`src/rtl/agc_timer_pkg.sv`:
```
// Shared constants and types for the AGC master timing generator.
// The optional stop/HALT feature is selected by the AGC_TIMER_STOP_EN macro.
package agc_timer_pkg;

    typedef enum logic [2:0] {
        IDLE = 3'd0,
        P1   = 3'd1,
        P2   = 3'd2,
        P3   = 3'd3,
        P4   = 3'd4,
        HALT = 3'd5
    } phase_e;

    localparam int TP_W = 4;
    typedef logic [TP_W-1:0] tp_t;

    localparam tp_t    TP_COUNT  = tp_t'(12);
    localparam tp_t    OVF_TP    = tp_t'(12);
    localparam phase_e OVF_PHASE = P2;

    // Next time-pulse number, wrapping TP_COUNT back to 1.
    function automatic tp_t nextTp(input tp_t tp);
        return (tp == TP_COUNT) ? tp_t'(1) : tp + tp_t'(1);
    endfunction

endpackage

```
`src/rtl/agc_timer_if.sv`:
```
// Strobe bundle of the AGC timer: the timer drives the phase strobes and
// accepts the stop request; consumers use the slave view.
interface agc_timer_if;
    logic stop;
    logic rt;
    logic phs2;
    logic phs2_n;
    logic wt;
    logic wt_n;
    logic phs4;
    logic phs4_n;
    logic ct;
    logic ct_n;
    logic ovfstb_n;

    modport master (
        input  stop,
        output rt, phs2, phs2_n, wt, wt_n, phs4, phs4_n, ct, ct_n, ovfstb_n
    );

    modport slave (
        output stop,
        input  rt, phs2, phs2_n, wt, wt_n, phs4, phs4_n, ct, ct_n, ovfstb_n
    );
endinterface

```
`src/rtl/agc_timer_tp_counter.sv`:
```
// Time-pulse counter running 1..TP_COUNT; synchronous reset/load to 1,
// hold overrides advance.
module agc_timer_tp_counter
    import agc_timer_pkg::*;
(
    input  logic clk_i,
    input  logic rst_i,
    input  logic load_i,
    input  logic advance_i,
    input  logic hold_i,
    output tp_t  tp_o
);

    tp_t tp_q;
    tp_t tp_d;

    always_comb begin
        tp_d = tp_q;
        if (load_i) begin
            tp_d = tp_t'(1);
        end else if (!hold_i && advance_i) begin
            tp_d = nextTp(tp_q);
        end
    end

    always_ff @(posedge clk_i) begin
        if (rst_i) begin
            tp_q <= tp_t'(1);
        end else begin
            tp_q <= tp_d;
        end
    end

    assign tp_o = tp_q;

endmodule

```
`src/rtl/agc_timer.sv`:
```
// AGC master timing generator: four-phase sequencer with 12 time pulses per
// memory cycle. Define AGC_TIMER_STOP_EN to build the stop/HALT feature.
module agc_timer
    import agc_timer_pkg::*;
(
    input  logic          clock,
    input  logic          rst,
    input  logic          vcc,
    input  logic          gnd,
    agc_timer_if.master   bus
);

    phase_e state_q;
    phase_e state_d;
    logic   tpLoad;
    logic   tpAdvance;
    logic   tpHold;
    tp_t    tp;

`ifdef AGC_TIMER_STOP_EN
    logic unused_ties;
    assign unused_ties = ^{vcc, gnd};
`else
    logic unused_ties;
    assign unused_ties = ^{vcc, gnd, bus.stop};
`endif

    always_ff @(posedge clock) begin
        if (rst) begin
            state_q <= IDLE;
        end else begin
            state_q <= state_d;
        end
    end

    // Stop is only looked at in P4 and HALT, so a halt always lands on a
    // time-pulse boundary and tp holds until the sequence resumes.
    always_comb begin
        state_d   = state_q;
        tpLoad    = 1'b0;
        tpAdvance = 1'b0;
        tpHold    = 1'b0;
        case (state_q)
            IDLE: begin
                state_d = P1;
                tpLoad  = 1'b1;
            end
            P1: state_d = P2;
            P2: state_d = P3;
            P3: state_d = P4;
`ifdef AGC_TIMER_STOP_EN
            P4: begin
                if (bus.stop) begin
                    state_d = HALT;
                    tpHold  = 1'b1;
                end else begin
                    state_d   = P1;
                    tpAdvance = 1'b1;
                end
            end
            HALT: begin
                if (bus.stop) begin
                    tpHold = 1'b1;
                end else begin
                    state_d   = P1;
                    tpAdvance = 1'b1;
                end
            end
`else
            P4: begin
                state_d   = P1;
                tpAdvance = 1'b1;
            end
`endif
            default: state_d = IDLE;
        endcase
    end

    agc_timer_tp_counter u_tp_counter (
        .clk_i     (clock),
        .rst_i     (rst),
        .load_i    (tpLoad),
        .advance_i (tpAdvance),
        .hold_i    (tpHold),
        .tp_o      (tp)
    );

    assign bus.rt       = (state_q == P1);
    assign bus.phs2     = (state_q == P2);
    assign bus.wt       = (state_q == P3);
    assign bus.phs4     = (state_q == P4);
    assign bus.ct       = (state_q == P4);
    assign bus.phs2_n   = ~bus.phs2;
    assign bus.wt_n     = ~bus.wt;
    assign bus.phs4_n   = ~bus.phs4;
    assign bus.ct_n     = ~bus.ct;
    assign bus.ovfstb_n = ~((state_q == OVF_PHASE) && (tp == OVF_TP));

endmodule

```
`src/flat_wrapper.sv`:
```
// flat-port wrapper written by rule: the top's interface ports become plain ports
module agc_timer_flat import agc_timer_pkg::*;
  (clock, rst, vcc, gnd, bus_stop, bus_rt, bus_phs2, bus_phs2_n, bus_wt, bus_wt_n, bus_phs4, bus_phs4_n, bus_ct, bus_ct_n, bus_ovfstb_n);
  agc_timer_if bus_i ();
  input  logic clock;
  input  logic rst;
  input  logic vcc;
  input  logic gnd;
  input wire logic [$bits(bus_i.stop)-1:0] bus_stop;
  output wire logic [$bits(bus_i.rt)-1:0] bus_rt;
  output wire logic [$bits(bus_i.phs2)-1:0] bus_phs2;
  output wire logic [$bits(bus_i.phs2_n)-1:0] bus_phs2_n;
  output wire logic [$bits(bus_i.wt)-1:0] bus_wt;
  output wire logic [$bits(bus_i.wt_n)-1:0] bus_wt_n;
  output wire logic [$bits(bus_i.phs4)-1:0] bus_phs4;
  output wire logic [$bits(bus_i.phs4_n)-1:0] bus_phs4_n;
  output wire logic [$bits(bus_i.ct)-1:0] bus_ct;
  output wire logic [$bits(bus_i.ct_n)-1:0] bus_ct_n;
  output wire logic [$bits(bus_i.ovfstb_n)-1:0] bus_ovfstb_n;
  assign bus_i.stop = bus_stop;
  assign bus_rt = bus_i.rt;
  assign bus_phs2 = bus_i.phs2;
  assign bus_phs2_n = bus_i.phs2_n;
  assign bus_wt = bus_i.wt;
  assign bus_wt_n = bus_i.wt_n;
  assign bus_phs4 = bus_i.phs4;
  assign bus_phs4_n = bus_i.phs4_n;
  assign bus_ct = bus_i.ct;
  assign bus_ct_n = bus_i.ct_n;
  assign bus_ovfstb_n = bus_i.ovfstb_n;
  agc_timer u_core (.clock(clock), .rst(rst), .vcc(vcc), .gnd(gnd), .bus(bus_i));
endmodule
```
`config.mk`:
```
export PLATFORM = sky130hd
export DESIGN_NAME = agc_timer_flat
export DESIGN_NICKNAME = d
export VERILOG_FILES = /design/src/rtl/agc_timer_pkg.sv /design/src/rtl/agc_timer_if.sv /design/src/rtl/agc_timer_tp_counter.sv /design/src/rtl/agc_timer.sv /design/src/flat_wrapper.sv
export SDC_FILE = /design/constraint.sdc
export NUM_CORES = 1
export LEC_CHECK = 0
export ABC_CLOCK_PERIOD_IN_PS = 1850
export CORE_AREA = 5 5 42 44
export CTS_CLUSTER_SIZE = 8
export DETAILED_ROUTE_END_ITERATION = 10
export DIE_AREA = 0 0 47 49
export GPL_TIMING_DRIVEN = 0
export REMOVE_ABC_BUFFERS = 1
export SLEW_MARGIN = 30
export SYNTH_ARGS = -nofsm -noshare
export SYNTH_HDL_FRONTEND = slang
export SYNTH_SLANG_ARGS = --single-unit
export TNS_END_PERCENT = 1
```
`constraint.sdc`:
```
create_clock -name clock -period 1.85 [get_ports clock]
set_input_delay 0.555 -clock clock [delete_from_list [all_inputs] [get_ports clock]]
set_output_delay 0.555 -clock clock [all_outputs]
set_load 0.02 [all_outputs]
```
## Word level (Yosys, flattened, before mapping)

Index checks and enable logic that the tools add are counted.

- Word-level logic and storage cells: 20
- Input bits: 5
- Output and inout bits: 10
- Register bits after elaboration: 7

- Muxes and demuxes: 4
- Bitwise gates (word level): 4
- Equality and inequality tests: 5
- Reductions and logical operators: 4
- $add $sub $neg: 1

Operator list:

| kind | count |
|---|---|
| 3-bit one-hot mux with 4 select lines | 1 |
| 3-bit by 2-bit == test with 1-bit output, second input constant | 2 |
| 4-bit by 1-bit adder with 4-bit output, second input constant | 1 |
| 4-bit == test, second input constant | 1 |
| 4-bit 2-to-1 mux | 1 |
| 1-bit NOT | 4 |
| 2-bit OR reduction | 2 |
| 3-bit by 1-bit == test with 1-bit output, second input constant | 1 |
| 3-bit == test, second input constant | 1 |
| 3-bit zero test | 1 |
| 1-bit 2-to-1 mux | 2 |
| 1-bit logical AND | 1 |

## Longest topological paths before layout

Gate-level depths: netlist of run 1.

- Depth in word-level cells: 3
- Depth in mapped cells: 5

## By module

Synthesis of run 1 repeated with hierarchy kept, for this count alone.

- Cell total of the unflattened synthesis: 48
- Area, all modules: 435.4 sq um

By module, submodules not included:

| module | area each (sq um) | cells an instance | times used |
|---|---|---|---|
| agc_timer_tp_counter | 226.5 | 25 | 1 |
| agc_timer | 209.0 | 23 | 1 |

## Least setup slack after synthesis of run 1

Ideal clock, no wire load.

- Path type: reg2out
- From: register u_core.state_q[2]
- To: output bus_phs4
- Arrival time: 1.088 ns
- Required time: 1.295 ns
- Buffers on the path: 1
- Stages on the path, launching flop included: 4
- Setup slack: 0.207 ns
- Cell sequence: dfxtp_1 > or3b_4 > clkinv_4 > buf_4

- Cells in the longest elaborated chain, start to end: 1

Ends and longest elaborated chain:

| element | line | RTL |
|---|---|---|
| start, declared | agc_timer.sv:13 | `phase_e state_q;` |
| start signal, assigned | agc_timer.sv:32 | `state_q <= state_d;` |
| 3-bit == test | - |  |
| end, declared | flat_wrapper.sv:15 | `output wire logic [$bits(bus_i.phs4)-1:0] bus_phs4;` |

Every way passes these cells.

## Final worst setup path of run 1

- From: register u_core.state_q[1]
- To: output bus_phs4

- Cells in the longest elaborated chain, start to end: 1

Ends and longest elaborated chain:

| element | line | RTL |
|---|---|---|
| 3-bit == test | agc_timer.sv:91 | `assign bus.phs4 = (state_q == P4);` |

Every way passes these cells.

==> metrics.txt, run 1 <==
Data arrival, critical path=1260 ps; total CTS buffers=3; Primary FF master, synth=dfxtp_1; Final Wtd Congestion=0.726; ys async rst share=0%; fraction of synthesized cell area in xor and xnor cells=0%; Hold Path Class=register to register; CTS Hold Bufs=0; mux contribution to synthesized area=0%; CTS tree=yes; Detailed Routing Iterations Pass 1=4; die height=49 um; max-slew violation count=0; Clk pin slew, worst setup/hold paths=50 ps; FILL cells=169; Post-route DRC=0; via count=360; Synth Instances=44; antenna-violating nets left=0; final wirelength=877 um; Synth Area in Compound Gates=17.8%; I/O pins=15; first-pass GRT wire length=1.48 mm; Wirelength per Cell=11.5 um; synth warn=0; Cell Rows=14; Total Power=354 uW; simple-gate area share of the yosys netlist=27.5%; detailed-route vias per instance=4.74; post-synthesis adder-cell area fraction=6.71%; combinational family with the most area after synthesis=simple AND/OR/NAND/NOR gates; Port Buf Inserts=11; Area Overhead vs Synth=39.3%; H-tree depth=1; Final Core Density=37.1%; area of the die=0.00230 sq mm; PwrDens=682 mW/mm^2; fin crit share=98.3%; Synth cell types=22; CP required=1290 ps; Chip Width=47 um; slew margin rel.=85.2%; Setup-failing EPs final=0; Peak Freq=550 MHz; critical path class=register to output pin; Crit. End Element=output pin; GRT Overall Usage=8.96%; average size of a mapped cell=8.47 sq um; non-filler cells, final=76; Mapped Area=373 sq um; CP Max Fanout=8; setup tns final=0 ps; clock skew=2.28 ps; Placement Setup Slack=-238 ps; clock latency on the worst-skew pair=260 ps; Clock Path Buffers=2; Initial Utilization=26.6%; status=completed; Sink Count=7; fin crit period=1820 ps; Antenna Cells=0; startpoint types=register; area of the core=0.00140 sq mm; CTS root buf=clkbuf_4; DP Wirelength=612 um; FF+latch count, synth=7; Layout Nets=68; max-cap viol count=0; initial antenna violation count=0; share of cells above drive strength 1=38.3%; Inst Count DP=69; most frequent cells in the layout=5 x nor2_1, 5 x buf_4, 4 x inv_1, 4 x a21oi_1; worst vdd ir=0.000290 V; Slew @ Worst Pin=222 ps; grt ovf=0; pin count of the biggest net entering global routing=9; initial drt markers=5; vias in the first global route=335; unrepaired setup endpoints after global routing=true; number of flops mapped to enable cells by yosys=0; P_leak=0.000216 uW; final worst-path setup slack=32.3 ps; Fin. Hold Viols=0; Seq/Total Area, Yosys=37.6%
critical path, cell delays in order, from the launching register on:
cell and delay [ps]:
dfxtp_4 370, or3b_4 440, clkinv_4 70, buf_4 130
Yosys cell counts (2+ instances only):
library cell,count,area share [%]
nand2_1,3,3.0
nand3_1,2,2.7
dfxtp_1,7,38
inv_1,4,4.0
a21oi_1,4,5.4
o21ai_0,2,2.7
ha_1,2,6.7
nor2_1,5,5.0
buf_4,2,4.0
area by class of cell:
type / instances / area, sq um / area share, %
Inverter: 5 / 23.8 / 4.58
Timing Repair Buffer: 14 / 100 / 19.3
Multi-Input combinational cell: 30 / 199 / 38.3
Tap cell: 16 / 20.0 / 3.86
Clock buffer: 4 / 26.3 / 5.06
Sequential cell: 7 / 150 / 28.9
layer usage:
metal	up-vias	GRT usage (%)	part of all wire (%)
met3	0	7.01	12
met1	162	11.5	45
met2	15	11.3	43
li1	183	-	-
met4	0	2.76	0
met5	-	0	0
flip-flops by register name, indices dropped and copies added, names as in the netlist:
| signal | count |
|---|---|
| u_core.u_tp_counter.tp_o | 4 |
| u_core.state_q | 3 |
worst paths after layout:
path	slack [ps]	endpoint	cells past startpoint	startpoint
max reg2reg	530	u_core.u_tp_counter.tp_o[0]$_SDFFE_PP1P_	5	u_core.state_q[1]$_SDFF_PP0_
min reg2reg	480	u_core.state_q[0]$_SDFF_PP0_	1	u_core.state_q[2]$_SDFF_PP0_
min	480	u_core.state_q[0]$_SDFF_PP0_	1	u_core.state_q[2]$_SDFF_PP0_
max	30	bus_phs4	3	u_core.state_q[1]$_SDFF_PP0_
cell families (layout without fill, tap and decap cells):
group           Yosys count  count (layout)
buf+inv                   7              23
flops                     7               7
fa+ha+maj                 2               2
simple gates             18              18
compound gates           10              10
power breakdown:
part           internal [uW]  switching [uW]  leakage (uW)
clock network           82.7            63.1     0.0000150
registers                155            8.19     0.0000581
logic                   19.4            25.8      0.000142
total                    257            97.1      0.000216
what timing repair did:
action,CTS,global route
setup endpoints to repair,10,9
buffers inserted,0,3
pin swaps,0,1
endpoints found under the hold margin,0,0
resized for setup,20,19
per-stage QoR:
| step | instance area, sq um | hold slack, ps |
|---|---|---|
| finish | 519 | 480 |
| global route | 519 | 509 |
| CTS | 509 | 497 |
| detailed placement | 488 | 487 |
| global placement | 488 | 486 |
| floorplan | 358 | 463 |
No activity file was read; power rests on OpenSTA's default activity.
==> inputs of run 2 (changes only) <==
CELL_PAD_IN_SITES_DETAIL_PLACEMENT = 2   (was not set)
CELL_PAD_IN_SITES_GLOBAL_PLACEMENT = 2   (was not set)
CORE_AREA = not set   (was 5 5 42 44)
CORE_ASPECT_RATIO = 1.2   (was not set)
CORE_MARGIN = 5   (was not set)
CORE_UTILIZATION = 21   (was not set)
DIE_AREA = not set   (was 0 0 47 49)
PLACE_DENSITY_LB_ADDON = 0.1   (was not set)
==> run 2 against run 1 <==
Net effect: first-iteration DRC count shrank 80%; global-route usage grew 0.17 points; power shrank 0.89%; maximum frequency shrank 0.96%; largest power group unchanged; final area shrank 0.48%; clock-buffer cell count is the same; clock power shrank 3%.
==> metrics.txt, run 2 (synthesized netlist as in run 1, its figures left out) <==
Hold Path Class=register to register; CP required=1290 ps (about the same); max-slew violation count=0 (unchanged); max-cap viol count=0 (unchanged); critical path class=register to output pin; Crit. End Element=output pin; initial antenna violation count=0 (unchanged); Wirelength per Cell=14.7 um (+28%); Clock Path Buffers=2 (unchanged); critical-path cell with the highest stage delay=or3b_4; CTS root buf=clkbuf_4; final worst-path setup slack=14.8 ps (-17.5 ps); Layout Nets=66 (-2.9%); clock latency on the worst-skew pair=250 ps (about the same); post-layout instance area=517 sq um (-0.48%); dpl cell area=490 sq um (+0.51%); Clk pin slew, worst setup/hold paths=60 ps (about the same); flop2flop setup slack=560 ps (+30 ps); DP Wirelength=884 um (+45%); Initial Utilization=22.4% (-4.2 points); grt ovf=0 (unchanged); worst vdd ir=0.000207 V (-29%); unrepaired setup endpoints after global routing=true; Data arrival, critical path=1280 ps (+20 ps); Total Power=351 uW (-0.89%); via count=378 (+5.0%); Port Buf Inserts=11 (unchanged); Sink Count=7 (unchanged); fin crit share=99.2% (+0.95 points); startpoint types=register; slew margin rel.=85.6% (+0.43 points); Detailed Routing Iterations Pass 1=2 (-2); initial drt markers=1 (-4); Cell Rows=16 (+2); Placement Setup Slack=-269 ps (-31.1 ps); pin count of the biggest net entering global routing=9 (unchanged); Post-route DRC=0 (unchanged); non-filler cells, final=76 (unchanged); worst stage delay on the critical path=440 ps (about the same); Slew @ Worst Pin=216 ps (-6.51 ps); Area Overhead vs Synth=38.6%; cells along the critical path=or3b_4 > clkinv_4 > buf_4; vias in the first global route=437 (+30%); critical path's top delay family=simple AND/OR/NAND/NOR gates; Crit path buffers/inverters=2 (unchanged); first-pass GRT wire length=1.96 mm (+33%); Largest register FFs=4 (unchanged); share of cells above drive strength 1=34.5% (-3.9 points); I/O pins=15 (unchanged); Inst Count DP=71 (+2.9%); H-tree depth=1 (unchanged); PwrDens=679 mW/mm^2 (-0.41%); antenna-violating nets left=0 (unchanged); Setup-failing EPs final=0 (unchanged); die height=56.2 um (+15%); P_leak=0.000204 uW (-5.2%); status=completed; Fin. Hold Viols=0 (unchanged); final wirelength=1.12 mm (+28%); area of the die=0.00272 sq mm (+18%); total CTS buffers=3 (unchanged); Chip Width=48.5 um (+3.1%); most common cell after layout, fill and taps aside=nor2_1; CP Max Fanout=8 (unchanged); GRT Overall Usage=9.13% (+0.17 points); most frequent cells in the layout=5 x nor2_1, 4 x inv_1, 4 x a21oi_1; detailed-route vias per instance=4.97 (+5.0%); Peak Freq=545 MHz (-0.96%); Antenna Cells=0 (unchanged); CTS tree=yes; Final Wtd Congestion=0.780 (+7.5%); fin crit period=1840 ps (+17.5 ps); clock skew=3.71 ps (+1.43 ps); area of the core=0.00166 sq mm (+19%)
[run 2: changes by cell type in the layout (fill, tap and decap cells not counted)]
cell and delta:
buf_4 -2, dfxtp_1 -1, buf_2 +1, clkbuf_2 -3, dlygate4sd2_1 +1, clkdlybuf4s15_1 +1, dfxtp_2 +1
[run 2: metrics by stage]
stage	util, %	TNS [ps]	hold slack, ps
after floorplan	-	0	463
after global placement	29.5	-887	490
after detailed placement	29.5	-1130	512
after CTS	30.2	-152	489
after global routing	31.1	-65.3	523
final	31.1	0	491
[run 2: report_power, final]
part / switching (uW) / internal, uW / leakage (uW)
clock: 58.2 / 82.4 / 0.0000150
sequential: 8.84 / 155 / 0.0000586
combinational: 26.6 / 20.0 / 0.000131
total: 93.6 / 257 / 0.000204
[run 2: layer usage]
layer,vias to the layer above,wire length [um],track usage (%)
met5,-,0,0
met2,10,589,15.3
met1,187,480,9.63
li1,181,-,-
met3,0,48,2.95
met4,0,0,5.77
[run 2: worst paths after layout]
| path | start | endpoint | cells past startpoint |
|---|---|---|---|
| setup reg to reg | u_core.state_q[1]$_SDFF_PP0_ | u_core.u_tp_counter.tp_o[2]$_SDFFE_PP0P_ | 4 |
| hold / removal | u_core.state_q[2]$_SDFF_PP0_ | u_core.state_q[0]$_SDFF_PP0_ | 1 |
| setup / recovery | u_core.state_q[1]$_SDFF_PP0_ | bus_phs4 | 3 |
| hold reg to reg | u_core.state_q[2]$_SDFF_PP0_ | u_core.state_q[0]$_SDFF_PP0_ | 1 |
[run 2: layout make-up]
class / count / area (sq um)
fill: 197 / 1140
multi-input combinational: 30 / 199
sequential: 7 / 151
timing repair buffer: 12 / 93.8
clock buffer: 4 / 26.3
inverter: 5 / 23.8
tap: 18 / 22.5
[run 2: timing repair]
| item | 4_1_cts | 5_1_grt |
|---|---|---|
| gates cloned | 0 | 0 |
| pin swaps | 0 | 1 |
| gates resized for setup | 31 | 6 |
| setup buffers | 0 | 1 |
| hold buffers | 0 | 0 |
| hold endpoints to repair | 0 | 0 |
| setup endpoints to repair | 10 | 4 |
